## src/rtl/instruction_fetch_if.sv

```systemverilog
// ============================================================================
// Module      : instruction_fetch_if
// Description : Memory, redirect/halt and decode-handshake bundle for the fetch stage.
// Revision    : 1.0 - initial release
// ============================================================================
`default_nettype none

interface instruction_fetch_if #(
  parameter int I_ADDR_W = 12,
  parameter int INST_W   = 16
) ();
  logic [I_ADDR_W-1:0] imem_addr;
  logic [INST_W-1:0]   imem_instruction;
  logic                redirect_valid;
  logic [I_ADDR_W-1:0] redirect_target;
  logic                halt_req;
  logic                out_valid;
  logic                out_ready;
  logic [INST_W-1:0]   out_instruction;
  logic [I_ADDR_W-1:0] out_pc;
  logic                halted;

  // master is the fetch stage; slave is memory + decode + control
  modport master (
    output imem_addr, out_valid, out_instruction, out_pc, halted,
    input  imem_instruction, redirect_valid, redirect_target, halt_req, out_ready
  );

  modport slave (
    input  imem_addr, out_valid, out_instruction, out_pc, halted,
    output imem_instruction, redirect_valid, redirect_target, halt_req, out_ready
  );
endinterface

`default_nettype wire

```

## src/rtl/instruction_fetch.sv

```systemverilog
// ============================================================================
// Module      : instruction_fetch
// Description : PC + IF/ID register with valid/ready output, redirect and halt.
//               Optional perf counters under INSTRUCTION_FETCH_PERF_EN.
// Revision    : 1.0 - initial release
// ============================================================================
`default_nettype none

module instruction_fetch #(
  parameter int                I_ADDR_W = 12,
  parameter int                INST_W   = 16,
  parameter logic [I_ADDR_W-1:0] RESET_PC = '0,
  parameter int                PC_STEP  = 2
) (
  input  wire logic               clk,
  input  wire logic               rst_n,
`ifdef INSTRUCTION_FETCH_PERF_EN
  output      logic [15:0]        perf_fetch_count,
  output      logic [15:0]        perf_stall_count,
`endif
  instruction_fetch_if.master     bus
);

  typedef enum logic [1:0] {
    IDLE   = 2'd0,
    FETCH  = 2'd1,
    HALTED = 2'd2
  } state_t;

  localparam logic [I_ADDR_W-1:0] ALIGN_MASK = ~{{(I_ADDR_W-1){1'b0}}, 1'b1};
  localparam logic [I_ADDR_W-1:0] STEP       = I_ADDR_W'(PC_STEP);

  state_t              state_q, state_d;
  logic [I_ADDR_W-1:0] pc_q, pc_d;
  logic                out_valid_q, out_valid_d;
  logic [INST_W-1:0]   out_instr_q, out_instr_d;
  logic [I_ADDR_W-1:0] out_pc_q, out_pc_d;
  logic                load_en;
  logic                redirect_take;

  assign redirect_take = bus.redirect_valid && (state_q != IDLE);
  assign load_en = (state_q == FETCH) && (!out_valid_q || bus.out_ready)
                   && !bus.redirect_valid && !bus.halt_req;

  always_comb begin
    state_d     = state_q;
    pc_d        = pc_q;
    out_valid_d = out_valid_q;
    out_instr_d = out_instr_q;
    out_pc_d    = out_pc_q;

    case (state_q)
      IDLE:    state_d = FETCH;
      FETCH:   if (bus.halt_req) state_d = HALTED;
      HALTED:  state_d = HALTED;
      default: state_d = IDLE;
    endcase

    // Redirect flushes the IF/ID register and wins over both load and halt
    if (redirect_take) begin
      pc_d        = bus.redirect_target & ALIGN_MASK;
      out_valid_d = 1'b0;
      state_d     = bus.halt_req ? HALTED : FETCH;
    end else if (load_en) begin
      out_instr_d = bus.imem_instruction;
      out_pc_d    = pc_q;
      out_valid_d = 1'b1;
      pc_d        = pc_q + STEP;
    end else if (out_valid_q && bus.out_ready) begin
      out_valid_d = 1'b0;
    end
  end

  always_ff @(posedge clk) begin
    if (!rst_n) begin
      state_q     <= IDLE;
      pc_q        <= RESET_PC;
      out_valid_q <= 1'b0;
      out_instr_q <= '0;
      out_pc_q    <= '0;
    end else begin
      state_q     <= state_d;
      pc_q        <= pc_d;
      out_valid_q <= out_valid_d;
      out_instr_q <= out_instr_d;
      out_pc_q    <= out_pc_d;
    end
  end

  assign bus.imem_addr       = pc_q;
  assign bus.out_valid       = out_valid_q;
  assign bus.out_instruction = out_instr_q;
  assign bus.out_pc          = out_pc_q;
  assign bus.halted          = (state_q == HALTED);

`ifdef INSTRUCTION_FETCH_PERF_EN
  logic [15:0] fetch_cnt_q, fetch_cnt_d;
  logic [15:0] stall_cnt_q, stall_cnt_d;

  always_comb begin
    fetch_cnt_d = fetch_cnt_q;
    stall_cnt_d = stall_cnt_q;
    if (load_en && (fetch_cnt_q != 16'hFFFF))
      fetch_cnt_d = fetch_cnt_q + 16'd1;
    if (out_valid_q && !bus.out_ready && (stall_cnt_q != 16'hFFFF))
      stall_cnt_d = stall_cnt_q + 16'd1;
  end

  always_ff @(posedge clk) begin
    if (!rst_n) begin
      fetch_cnt_q <= '0;
      stall_cnt_q <= '0;
    end else begin
      fetch_cnt_q <= fetch_cnt_d;
      stall_cnt_q <= stall_cnt_d;
    end
  end

  assign perf_fetch_count = fetch_cnt_q;
  assign perf_stall_count = stall_cnt_q;
`endif

endmodule

`default_nettype wire

```

## src/flat_wrapper.sv

```systemverilog
// flat-port wrapper written by rule: the top's interface ports become plain ports
module instruction_fetch_flat 
#(
  parameter int                I_ADDR_W = 12,
  parameter int                INST_W   = 16,
  parameter logic [I_ADDR_W-1:0] RESET_PC = '0,
  parameter int                PC_STEP  = 2
)
  (clk, rst_n, bus_imem_addr, bus_out_valid, bus_out_instruction, bus_out_pc, bus_halted, bus_imem_instruction, bus_redirect_valid, bus_redirect_target, bus_halt_req, bus_out_ready);
  instruction_fetch_if #(.I_ADDR_W(I_ADDR_W), .INST_W(INST_W)) bus_i ();
  input  wire logic clk;
  input  wire logic rst_n;
  output wire logic [$bits(bus_i.imem_addr)-1:0] bus_imem_addr;
  output wire logic [$bits(bus_i.out_valid)-1:0] bus_out_valid;
  output wire logic [$bits(bus_i.out_instruction)-1:0] bus_out_instruction;
  output wire logic [$bits(bus_i.out_pc)-1:0] bus_out_pc;
  output wire logic [$bits(bus_i.halted)-1:0] bus_halted;
  input wire logic [$bits(bus_i.imem_instruction)-1:0] bus_imem_instruction;
  input wire logic [$bits(bus_i.redirect_valid)-1:0] bus_redirect_valid;
  input wire logic [$bits(bus_i.redirect_target)-1:0] bus_redirect_target;
  input wire logic [$bits(bus_i.halt_req)-1:0] bus_halt_req;
  input wire logic [$bits(bus_i.out_ready)-1:0] bus_out_ready;
  assign bus_imem_addr = bus_i.imem_addr;
  assign bus_out_valid = bus_i.out_valid;
  assign bus_out_instruction = bus_i.out_instruction;
  assign bus_out_pc = bus_i.out_pc;
  assign bus_halted = bus_i.halted;
  assign bus_i.imem_instruction = bus_imem_instruction;
  assign bus_i.redirect_valid = bus_redirect_valid;
  assign bus_i.redirect_target = bus_redirect_target;
  assign bus_i.halt_req = bus_halt_req;
  assign bus_i.out_ready = bus_out_ready;
  instruction_fetch #(.I_ADDR_W(I_ADDR_W), .INST_W(INST_W), .RESET_PC(RESET_PC), .PC_STEP(PC_STEP)) u_core (.clk(clk), .rst_n(rst_n), .bus(bus_i));
endmodule
```

## config.mk

```make
export PLATFORM = sky130hd
export DESIGN_NAME = instruction_fetch_flat
export DESIGN_NICKNAME = d
export VERILOG_FILES = /design/src/rtl/instruction_fetch_if.sv /design/src/rtl/instruction_fetch.sv /design/src/flat_wrapper.sv
export SDC_FILE = /design/constraint.sdc
export NUM_CORES = 1
export LEC_CHECK = 0
export CORE_AREA = 2 2 60 76
export DETAILED_ROUTE_END_ITERATION = 7
export DIE_AREA = 0 0 62 78
export GPL_TIMING_DRIVEN = 0
export PLACE_DENSITY_LB_ADDON = 0.3
export SKIP_CTS_REPAIR_TIMING = 1
export SLEW_MARGIN = 15
export SYNTH_ARGS = -nofsm -noshare
export SYNTH_HDL_FRONTEND = slang
export SYNTH_SLANG_ARGS = --single-unit
```

## constraint.sdc

```tcl
create_clock -name clk -period 3.2 [get_ports clk]
set_input_delay 0.64 -clock clk [delete_from_list [all_inputs] [get_ports clk]]
set_output_delay 0.64 -clock clk [all_outputs]
set_load 0.005 [all_outputs]
```

==> results.md <==
Setup path:
- STA classifies the critical path endpoint as a register.
- The startpoint-to-endpoint class of the critical path is in2reg.
- The worst-path maximum fanout is 5.
- At the worst endpoint, the required time is 3.41 ns.
- The worst endpoint data arrival time is 2.62 ns.
- The kind of launch point of the worst setup path is an input pin.

Cells and area:
- For this run, the share of the core covered by cells in the final layout is 0.658.
- Of the cells placed in the final design, the portion with a size suffix greater than 1 is 0.0405.
- The number of standard cells in the final layout excluding fillers is 352.
- The count of inserted antenna diode cells is 0.
- The net count reported at finish is 332.
- Relative to the synthesized area, the layout overhead comes to 50.7%.
- The design area is 0.00268 mm2.

Route:
- The via count of the routed design is 1,741.
- The total length of routed met2 wires is 2300 um.
- The length of routed wiring on met1 is 1820 um.
- The detailed router used layers up to and including met4.
- The number of detailed-route iterations in the first pass is 4.
- The detail route stage leaves a number of antenna-violating nets equal to 0.
- The routed length per instance is 12.8 um.
- After detailed routing, the number of remaining DRC violations is 0.
- The violation count after the first detailed-route iteration is 59.
- After detailed routing, the total wire length is 4510 um.
- The number of vias per cell after detailed routing is 4.95.
- The total met3 wirelength after detailed routing is 340 um.

Min path:
- The path class of the tightest hold or removal check is reg2reg.

Clocking:
- At the later pin of the worst-skew pair, clock insertion delay measures 0.29 ns.
- The tree built by TritonCTS fans out to 41 sinks.
- CTS placed an instance of sky130_fd_sc_hd__clkbuf_8 at the clock tree root.
- The TritonCTS clock tree is yes.
- The clock edge transition at the registers on the reported setup and hold paths is 0.08 ns.
- CTS built an H-tree with a depth of 2.
- The buffer depth of the longest clock path is 2.
- In this run, CTS created clock tree buffers numbering 5.

STA:
- Based on the critical path, the design can be clocked at up to 0.416 GHz.
- The maximum clock skew at final layout is 0.00452 ns.
- The count of final max-slew check failures is 0.
- The sum of negative setup slack is 0 ns.
- The final-report hold violation count is 0.
- Setup repair after global routing left no endpoint under its margin.
- The smallest clock period supported by the final layout is computed as 2.40 ns.
- The number of setup violations in the final report is 0.
- In the finished design, the share of the clock period the worst path needs comes to 0.751.

Synth:
- Summing every instance area after synthesis gives 0.00178 mm2.
- Of the post-synthesis cell area, the part taken by muxes is 0.
- The fraction of synthesized cell area in xor and xnor cells is 0.0296.
- In this run, synthesis produced a sequential element count of 41.
- Synthesis instantiated 31 different standard cells from the library.
- The fraction of the yosys area taken by sequential cells is 0.462.
- The average instance in the mapped netlist occupies 8.23 um2.
- After technology mapping, the gate count stands at 216.
- The compound-gate portion of the synthesized area is 0.213.
- Yosys printed 0 warnings.
- After synthesis, the largest family of logic cells by area is simple AND/OR/NAND/NOR gates.
- Of the total synthesized cell area, the portion taken by full adders, half adders and majority gates is 0.0282.
- Of the total synthesized cell area, the portion taken by AND, OR, NAND and NOR gates is 0.227.

Power and ir drop:
- Of the total power, the share spent switching nets is 0.294.
- The leakage power total is 0.896 nW.
- Across the VDD grid, the largest voltage drop is 335 uV.
- The sequential cell fraction of total power is 0.436.
- The part of the total power dissipated in the clock network is 0.283.
- The share of total power dissipated in combinational logic is 0.280.
- In this run the power density over the cells is 566 mW/mm2.
- The internal cell power is 0.00107 W.
- The switching power summed over all nets is 0.000445 W.

Floorplan:
- The die footprint is 0.00484 mm2.
- The initial utilization of the core area, before any placement, comes to 0.437.
- The number of rows created at floorplan is 26.
- The die height is 78 um.
- Pin placement for this block handled 75 I/O pins.
- In this run the horizontal extent of the chip is 62 um.
- The placeable core region is 0.00407 mm2.

Placement:
- At the end of routability-driven placement, the weighted congestion stood at 0.841.
- The cell area after placement is 0.00256 mm2.
- In this run the tool buffered the top-level ports with 71 buffer cells.
- The number of placed instances, taps included, is 344.
- The sum of net half-perimeters after detailed placement is 3370 um.

Flow run:
- Max-cap violations in this run came to 0.

Outcome:
- The flow ran to the end, and the final reports show no timing, DRC or antenna violations.

Global route:
- The number of antenna violations at the first check in global routing is 0.
- In the global route stage, overall resource usage came out at 0.204.
- For this run the aggregate overflow at the end of global routing stands at 0.
- Entering global routing, the biggest net connects 13 pins.
- The first global-routing pass estimated 7520 um of wire.
- The number of global-route vias before repair is 1,755.
## cell families after synthesis
kind of cell | Yosys count
AND/OR/NAND/NOR | 89
buffers and inverters | 16
flip-flops | 41
adder cells (fa/ha/maj) | 4
AO/OA/AOI/OAI | 59
XOR/XNOR | 6
other | 1
## state kept, by name, summed over array words and instances (netlist names)
register / flops
u_core.bus.out_pc: 11
u_core.bus.out_valid: 1
u_core.state_q: 2
u_core.bus.imem_addr: 11
u_core.bus.out_instruction: 16
## per-stage QoR
stage / total power (W) / worst slack (ns) / hold WS (ns)
2_1_floorplan: 0.000862 / 1.10 / 0.460
3_3_place_gp: 0.00109 / 0.560 / 0.449
3_5_place_dp: 0.00110 / 0.523 / 0.455
4_1_cts: 0.00153 / 0.819 / 0.466
5_1_grt: 0.00162 / 0.617 / 0.491
6_report: 0.00151 / 0.798 / 0.462
## power by group through the flow
| stage | clock network (W) | logic (W) | registers, W |
|---|---|---|---|
| after detailed placement | 0 | 0.000427 | 0.000672 |
| after floorplan | 0 | 0.000204 | 0.000658 |
| after global placement | 0 | 0.000416 | 0.000671 |
| final | 0.000429 | 0.000425 | 0.000661 |
| after CTS | 0.000438 | 0.000429 | 0.000662 |
| after global routing | 0.000465 | 0.000476 | 0.000676 |
## Yosys cell counts
cell                       count  area (um2)
sky130_fd_sc_hd__nand2_1      63         236
sky130_fd_sc_hd__dfxtp_1      41         821
sky130_fd_sc_hd__a21boi_0     28         210
sky130_fd_sc_hd__o21ai_0      15        75.1
sky130_fd_sc_hd__clkbuf_1      9        33.8
sky130_fd_sc_hd__a21oi_1       8        40.0
sky130_fd_sc_hd__nand3_1       6        30.0
sky130_fd_sc_hd__a31oi_1       5        31.3
sky130_fd_sc_hd__ha_1          4        50.1
sky130_fd_sc_hd__inv_1         3        11.3
sky130_fd_sc_hd__nor2b_1       3        18.8
sky130_fd_sc_hd__xnor2_1       3        26.3
sky130_fd_sc_hd__xor2_1        3        26.3
sky130_fd_sc_hd__and2_1        2        12.5
sky130_fd_sc_hd__buf_4         2        15.0
sky130_fd_sc_hd__nand2b_1      2        12.5
sky130_fd_sc_hd__nand4_1       2        12.5
sky130_fd_sc_hd__o31ai_1       2        15.0
sky130_fd_sc_hd__or3_1         2        12.5
sky130_fd_sc_hd__or4_1         2        15.0
sky130_fd_sc_hd__buf_1         1        3.75
sky130_fd_sc_hd__buf_2         1        5.00
sky130_fd_sc_hd__conb_1        1        3.75
sky130_fd_sc_hd__nor2_1        1        3.75
sky130_fd_sc_hd__nor3_1        1        5.00
sky130_fd_sc_hd__nor3b_1       1        7.51
sky130_fd_sc_hd__nor4_1        1        6.26
sky130_fd_sc_hd__o22ai_1       1        6.26
sky130_fd_sc_hd__or2b_1        1        7.51
sky130_fd_sc_hd__or3b_4        1        11.3
sky130_fd_sc_hd__or4_4         1        11.3
## routing by layer
metal / GRT usage / up-vias
met5: 0 / -
li1: - / 882
met1: 0.215 / 798
met3: 0.0550 / 4
met2: 0.370 / 57
met4: 0.0660 / 0
## worst max-delay path, stage by stage
cell and delay (ns):
sky130_fd_sc_hd__clkdlybuf4s50_1 0.46, sky130_fd_sc_hd__or3b_4 0.45, sky130_fd_sc_hd__or4_4 0.57, sky130_fd_sc_hd__or3_1 0.32, sky130_fd_sc_hd__a31oi_1 0.18
## cells in the final DEF, fill, tap and decap left out, drive strengths merged, types with 2 or more instances in the layout
master         netlist  final
a21boi              28     28
a21oi                8      8
a31oi                5      5
and2                 2      2
buf                  4      4
clkbuf               9     16
clkdlybuf4s50        0     71
conb                 1      2
dfxtp               41     41
ha                   4      4
inv                  3      3
nand2               63     63
nand2b               2      2
nand3                6      6
nand4                2      2
nor2b                3      3
o21ai               15     15
o31ai                2      2
or3                  2      2
or4                  3      3
xnor2                3      3
xor2                 3      3
## area by class of cell
class	instances	area, um2
Timing Repair Buffer	71	711
Inverter	3	11.3
Tap cell	56	70.1
Sequential cell	41	821
Multi-Input combinational cell	160	891
Clock inverter	1	30.0
Buffer	13	57.6
Clock buffer	7	86.3
Fill cell	360	1390
## final timing paths
check | endpoint | from | depth (start not counted) | slack, ns
worst max-delay path | u_core.bus.imem_addr[8] | bus_redirect_valid | 5 | 0.80
worst min-delay path | u_core.bus.out_instruction[15] | u_core.bus.out_instruction[15] | 2 | 0.46
worst max register to register | u_core.bus.imem_addr[8] | u_core.state_q[1] | 6 | 1.00
worst min register to register | u_core.bus.out_instruction[15] | u_core.bus.out_instruction[15] | 2 | 0.46
Note: power is estimated with default switching activity, not from simulation.
